[src/rtl/arrow_pkg.sv]
// Shared constants and types for the arrow-key interface.
// The cursor block imports the same key bit map.
package arrow_pkg;

    // Encoder FSM states
    typedef enum logic [2:0] {
        IDLE     = 3'd0,
        DEBOUNCE = 3'd1,
        HOLD     = 3'd2,
        REPEAT   = 3'd3,
        RELEASE  = 3'd4
    } state_t;

    // Bit positions in btn_n / keys
    localparam int KEY_UP    = 0;
    localparam int KEY_DOWN  = 1;
    localparam int KEY_LEFT  = 2;
    localparam int KEY_RIGHT = 3;

    localparam logic [3:0] KEYS_NONE = 4'b0000;

    // True when exactly one bit of a 4-bit vector is set
    function automatic logic is_onehot4(input logic [3:0] v);
        return (v != 4'b0000) && ((v & (v - 4'd1)) == 4'b0000);
    endfunction

    // Largest of three integers, used to size the shared counter
    function automatic int max3(input int a, input int b, input int c);
        int m;
        m = (a > b) ? a : b;
        return (m > c) ? m : c;
    endfunction

endpackage

[src/rtl/sync_2ff.sv]
// Two-flop synchronizer for asynchronous level inputs.
// Resets to all zeros.
module sync_2ff #(
    parameter int WIDTH = 1
) (
    input  logic             clock,
    input  logic             reset_n,
    input  logic [WIDTH-1:0] d,
    output logic [WIDTH-1:0] q
);

    logic [WIDTH-1:0] meta;

    // Two register stages; the first may go metastable, the second settles it
    always_ff @(posedge clock) begin
        if (!reset_n) begin
            meta <= '0;
            q    <= '0;
        end else begin
            meta <= d;
            q    <= meta;
        end
    end

endmodule

[src/rtl/arrow_key_encoder.sv]
// Arrow-key encoder: debounces four active-low pushbuttons and emits
// single-cycle one-hot move pulses on keys, with optional hold-to-repeat.
//
// keys is a pulse-only output: there is no handshake. A non-zero value
// lasts exactly one clock and the consumer must act on it in that cycle.
module arrow_key_encoder
    import arrow_pkg::*;
#(
    parameter int DEBOUNCE_CYCLES = 500000,
    parameter int REPEAT_DELAY    = 25000000,
    parameter int REPEAT_PERIOD   = 7500000,
    parameter int REPEAT_EN       = 1
) (
    input  logic       clock,
    input  logic       reset_n,
    input  logic [3:0] btn_n,
    output logic [3:0] keys,
    output logic       busy
);

    localparam int CNT_MAXV = max3(DEBOUNCE_CYCLES, REPEAT_DELAY, REPEAT_PERIOD);
    localparam int CW       = $clog2(CNT_MAXV + 1);

    localparam logic [CW-1:0] DB_LAST  = CW'(DEBOUNCE_CYCLES - 1);
    localparam logic [CW-1:0] RD_LAST  = CW'(REPEAT_DELAY - 1);
    localparam logic [CW-1:0] RP_LAST  = CW'(REPEAT_PERIOD - 1);
    localparam logic [CW-1:0] CNT_ONE  = CW'(1);
    localparam logic [CW-1:0] CNT_SAT  = '1;

    // Active-high pressed vector after synchronization
    logic [3:0] s;

    state_t        state, state_nx;
    logic [CW-1:0] cnt, cnt_nx, cnt_inc;
    logic [3:0]    vec, vec_nx;
    logic [3:0]    keys_nx;

    sync_2ff #(.WIDTH(4)) u_sync (
        .clock   (clock),
        .reset_n (reset_n),
        .d       (~btn_n),
        .q       (s)
    );

    // Saturating increment so the counter can never wrap, even when
    // HOLD waits indefinitely with auto-repeat disabled
    always_comb begin
        cnt_inc = (cnt == CNT_SAT) ? cnt : cnt + CNT_ONE;
    end

    // Next-state, counter and pulse decode
    always_comb begin
        state_nx = state;
        cnt_nx   = cnt;
        vec_nx   = vec;
        keys_nx  = KEYS_NONE;
        case (state)
            IDLE: begin
                if (s != 4'b0000) begin
                    if (is_onehot4(s)) begin
                        vec_nx   = s;
                        cnt_nx   = CNT_ONE;
                        state_nx = DEBOUNCE;
                    end else begin
                        // Chords are rejected; wait for a clean release
                        cnt_nx   = '0;
                        state_nx = RELEASE;
                    end
                end
            end
            DEBOUNCE: begin
                if (s != vec) begin
                    cnt_nx   = '0;
                    state_nx = IDLE;
                end else if (cnt == DB_LAST) begin
                    keys_nx  = vec;
                    cnt_nx   = '0;
                    state_nx = HOLD;
                end else begin
                    cnt_nx = cnt_inc;
                end
            end
            HOLD: begin
                if (s != vec) begin
                    cnt_nx   = '0;
                    state_nx = RELEASE;
                end else if ((REPEAT_EN != 0) && (cnt == RD_LAST)) begin
                    keys_nx  = vec;
                    cnt_nx   = '0;
                    state_nx = REPEAT;
                end else begin
                    cnt_nx = cnt_inc;
                end
            end
            REPEAT: begin
                if (s != vec) begin
                    cnt_nx   = '0;
                    state_nx = RELEASE;
                end else if (cnt == RP_LAST) begin
                    keys_nx = vec;
                    cnt_nx  = '0;
                end else begin
                    cnt_nx = cnt_inc;
                end
            end
            RELEASE: begin
                if (s != 4'b0000) begin
                    cnt_nx = '0;
                end else if (cnt == DB_LAST) begin
                    cnt_nx   = '0;
                    state_nx = IDLE;
                end else begin
                    cnt_nx = cnt_inc;
                end
            end
            default: begin
                cnt_nx   = '0;
                state_nx = RELEASE;
            end
        endcase
    end

    // State, counter and registered outputs; reset parks in RELEASE so a
    // button held through reset must be released before it can act
    always_ff @(posedge clock) begin
        if (!reset_n) begin
            state <= RELEASE;
            cnt   <= '0;
            vec   <= KEYS_NONE;
            keys  <= KEYS_NONE;
            busy  <= 1'b1;
        end else begin
            state <= state_nx;
            cnt   <= cnt_nx;
            vec   <= vec_nx;
            keys  <= keys_nx;
            busy  <= (state_nx != IDLE);
        end
    end

endmodule
[config.mk]
export PLATFORM = sky130hd
export DESIGN_NAME = arrow_key_encoder
export DESIGN_NICKNAME = d
export VERILOG_FILES = /design/src/rtl/arrow_pkg.sv /design/src/rtl/sync_2ff.sv /design/src/rtl/arrow_key_encoder.sv
export SDC_FILE = /design/constraint.sdc
export NUM_CORES = 1
export LEC_CHECK = 0
export ABC_AREA = 1
export BUFFER_PORTS_ARGS = -buffer_cell sky130_fd_sc_hd__clkbuf_2
export CORE_ASPECT_RATIO = 0.9
export CORE_MARGIN = 4
export CORE_UTILIZATION = 26
export DETAILED_ROUTE_END_ITERATION = 7
export GPL_TIMING_DRIVEN = 0
export PLACE_DENSITY = 0.46
export SETUP_SLACK_MARGIN = 0.2
export SKIP_CTS_REPAIR_TIMING = 1
export SKIP_LAST_GASP = 1
export SLEW_MARGIN = 20
export SYNTH_ARGS = -nofsm -noshare
export SYNTH_HDL_FRONTEND = slang
export SYNTH_SLANG_ARGS = --single-unit
[constraint.sdc]
create_clock -name clock -period 5.08 [get_ports clock]
set_input_delay 0.508 -clock clock [delete_from_list [all_inputs] [get_ports clock]]
set_output_delay 0.508 -clock clock [all_outputs]
set_load 0.05 [all_outputs]
==> metrics.log <==
INFO  metric status = finished, final reports clean
INFO  metric synth_fp_nets = 436
INFO  metric synth_area = 2610 sq um
INFO  metric routed_wl = 6995 um
INFO  metric worstSetupStartpointType = flop
INFO  metric path_max_fanout = 10
INFO  metric hold_violations = 0
INFO  metric grt_antenna_before_repair = 0
INFO  metric layout.filler_cells = 1,099
INFO  metric mostFrequentLayoutCell = sky130_fd_sc_hd__nand2_1
INFO  metric critPathRequiredTime = 5.28 ns
INFO  metric drt_first_iter_violations = 94
INFO  metric synthTopCellsByArea = sky130_fd_sc_hd__dfxtp_1 (35%), sky130_fd_sc_hd__nand2_1 (18%), sky130_fd_sc_hd__nor2_1 (12%)
INFO  metric starting_utilization_of_the_core_area = 26.79%
INFO  metric worstRegToRegCells = 11
INFO  metric fmax = 0.4648 GHz
INFO  metric finish.cell_count_without_fillers = 573
INFO  metric ir_worst_vdd = 117.9 uV
INFO  metric antennaDiodeCount = 0
INFO  metric clockBufferDepth = 2
INFO  metric grt_start_max_net_pins = 14
INFO  metric fin_tns_setup = 0 ns
INFO  metric rsz0062_at_grt = false
INFO  metric floorplan_core_area = 9742 sq um
INFO  metric timing.hold.worst.start = btn_n[1]
INFO  metric dieArea = 11,710 sq um
INFO  metric post_synth_num_cell_types = 29
INFO  metric max-cap-violations = 0
INFO  metric finalNetCount = 453
INFO  metric rows = 34
INFO  metric via_count = 2,546
INFO  metric timing.final.crit_period = 2.151 ns
INFO  metric detailedPlacementHpwl = 5467 um
INFO  metric buffer_ports.inserted = 10
INFO  metric cts_made_buffers = 5
INFO  metric cts_root_buf = sky130_fd_sc_hd__clkbuf_8
INFO  metric power-per-cell-area = 213.0 nW/um^2
INFO  metric report.final.setup_viol = 0
INFO  metric first_pass_grt_wire_length = 11,580 um
INFO  metric critical_path.startpoint = cnt[0]
INFO  metric final_cell_mix = sky130_fd_sc_hd__nand2_1 (127), sky130_fd_sc_hd__nor2_1 (83), sky130_fd_sc_hd__inv_1 (57), sky130_fd_sc_hd__dfxtp_1 (45), sky130_fd_sc_hd__nand3_1 (21)
INFO  metric worst_skew_pair.late_latency = 0.30 ns
INFO  metric cts_tree = built
INFO  metric crit-reg2reg-capture = cnt[11]
INFO  metric slew_viol_final = 0
INFO  metric cts_max_level = 2
INFO  metric dr.pass1.iters = 4
INFO  metric io_pins = 11
INFO  metric post-synth-top-area-fraction = 34.52%
INFO  metric fraction_of_final_layout_cells_sized_beyond_drive_strength_1 = 9.172%
INFO  metric synthCells = 429
INFO  metric power.leakage = 1.171 nW
INFO  metric clk_transition_reported_paths = 0.08 ns
INFO  metric avgSynthCellArea = 6.084 sq um
INFO  metric min_period_over_period = 42.35%
INFO  metric post-place-cells = 565
INFO  metric routed_via_density = 4.443
INFO  metric critical_path.reg2reg.startpoint = cnt[0]
INFO  metric worstHoldPathType = input port to flop
INFO  metric gp_congestion = 0.8612
INFO  metric track_usage = 12.34%
INFO  metric critical_path_class = flop to flop
INFO  metric floorplan.die.width = 113.6 um
INFO  metric vias_in_the_first_global_route = 2,345
INFO  metric ys_seq_elements = 45
INFO  metric worst_ep_arrival_time = 2.35 ns
INFO  metric antenna_violating_nets_post_route = 0
INFO  metric end_kind = flop
INFO  metric max_slew_margin = 61.72%
INFO  metric grt.overflow.total = 0
INFO  metric fin_worst_skew = 0.005825 ns
INFO  metric synth.yosys.warnings = 0
INFO  metric area_delta_synth_final = 11.17%
INFO  metric dr_wl_cell = 12.21 um
INFO  metric crit_end = cnt[11]
INFO  metric floorplan.die.height = 103.1 um
INFO  metric cts.sinks = 45
INFO  metric synthDominantAreaCellType = sky130_fd_sc_hd__dfxtp_1
INFO  metric drt_drc_violations_left = 0
INFO  metric reg2reg_slack = 2.93 ns
INFO  metric worst-slew-pin-transition = 0.5742 ns
INFO  metric seq_area_frac_synth = 34.52%
[layout make-up]
class	count	area (sq um)	area share (%)
clock inverters	1	7.507	0.2587
repair buffers	10	50.05	1.725
clock buffers	7	76.32	2.630
flip-flops and latches	45	900.9	31.05
plain buffers	8	47.55	1.639
inverters	61	229.0	7.891
multi-input cells	315	1433	49.37
well taps	126	157.7	5.433
[stage by stage]
step	cell area, sq um	total power [mW]	hold WS, ns	worst slack, ns	utilization [%]
2_1_floorplan	2610	0.3935	0.3905	3.423	-
5_1_grt	2902	0.6455	0.3501	2.722	29.78
4_1_cts	2902	0.6276	0.3467	2.912	29.78
6_report	2902	0.6181	0.3565	2.929	29.78
3_5_place_dp	2818	0.4059	0.3969	2.944	28.92
3_3_place_gp	2818	0.4060	0.3960	2.930	28.92
[where the power goes]
group	switching, mW	internal, mW	total (mW)
Combinational	0.0251	0.0122	0.0373
Sequential	0.00335	0.357	0.360
Clock	0.123	0.0976	0.221
Total	0.152	0.467	0.618
[kinds of logic (layout without fill, tap and decap cells)]
kind of cell | after synthesis | after routing | share of synthesized area, %
DFF | 45 | 45 | 34.52
buffers and inverters | 69 | 87 | 10.59
AOI/OAI and AO/OA | 38 | 38 | 7.527
and+or+nand+nor | 266 | 266 | 43.53
adders and majority gates | 1 | 1 | 0.4793
xor gates and xnor gates | 10 | 10 | 3.356
[worst min path at each step]
stage,cells after the start,end,slack [ns]
floorplan,2,u_sync.q[0],0.39
global placement,2,u_sync.q[3],0.40
detailed placement,2,u_sync.q[3],0.40
CTS,2,u_sync.meta[1],0.35
global route,2,u_sync.meta[3],0.35
finish,2,u_sync.meta[1],0.36
[Yosys cell counts]
library cell / number
sky130_fd_sc_hd__o21bai_1: 1
sky130_fd_sc_hd__a21oi_1: 20
sky130_fd_sc_hd__nor3_1: 7
sky130_fd_sc_hd__buf_2: 2
sky130_fd_sc_hd__nand3_4: 1
sky130_fd_sc_hd__nor2_2: 6
sky130_fd_sc_hd__a31oi_1: 1
sky130_fd_sc_hd__o21ai_1: 2
sky130_fd_sc_hd__nand3_2: 4
sky130_fd_sc_hd__xor2_1: 9
sky130_fd_sc_hd__buf_4: 2
sky130_fd_sc_hd__inv_2: 4
sky130_fd_sc_hd__nand2_1: 127
sky130_fd_sc_hd__nor2_1: 83
sky130_fd_sc_hd__nor4_1: 1
sky130_fd_sc_hd__nand3b_1: 1
sky130_fd_sc_hd__o21ai_0: 13
sky130_fd_sc_hd__o31ai_1: 1
sky130_fd_sc_hd__nor2_4: 1
sky130_fd_sc_hd__nand3_1: 21
sky130_fd_sc_hd__xnor2_1: 1
sky130_fd_sc_hd__buf_6: 1
sky130_fd_sc_hd__ha_1: 1
sky130_fd_sc_hd__nand4_1: 10
sky130_fd_sc_hd__or2_2: 1
sky130_fd_sc_hd__clkbuf_1: 3
sky130_fd_sc_hd__inv_1: 57
sky130_fd_sc_hd__dfxtp_1: 45
sky130_fd_sc_hd__nand2_2: 3
[state kept, by name, summed over array words and instances, names as in the netlist]
| name | cells |
|---|---|
| u_sync.q | 4 |
| state | 3 |
| cnt | 25 |
| keys | 4 |
| vec | 4 |
| u_sync.meta | 4 |
| busy | 1 |
[worst max-delay path: stages, from the launching register on]
cell and delay (ns):
sky130_fd_sc_hd__dfxtp_1 0.38, sky130_fd_sc_hd__ha_1 0.30, sky130_fd_sc_hd__nand3_2 0.18, sky130_fd_sc_hd__nor2_2 0.20, sky130_fd_sc_hd__nand3_1 0.15, sky130_fd_sc_hd__nor2_1 0.11, sky130_fd_sc_hd__nor2_1 0.05, sky130_fd_sc_hd__nor2_2 0.13
sky130_fd_sc_hd__nand3_2 0.13, sky130_fd_sc_hd__nand2_2 0.15, sky130_fd_sc_hd__buf_4 0.20, sky130_fd_sc_hd__nor2_1 0.07
[layer usage]
layer	vias up	track usage, %	part of all wire (%)
met5	-	0	0
met4	0	2.311	0.49
met3	4	2.289	4.6
met2	52	19.42	43
met1	1132	17.74	52
li1	1358	-	-
No activity file was read; power rests on OpenSTA's default activity.
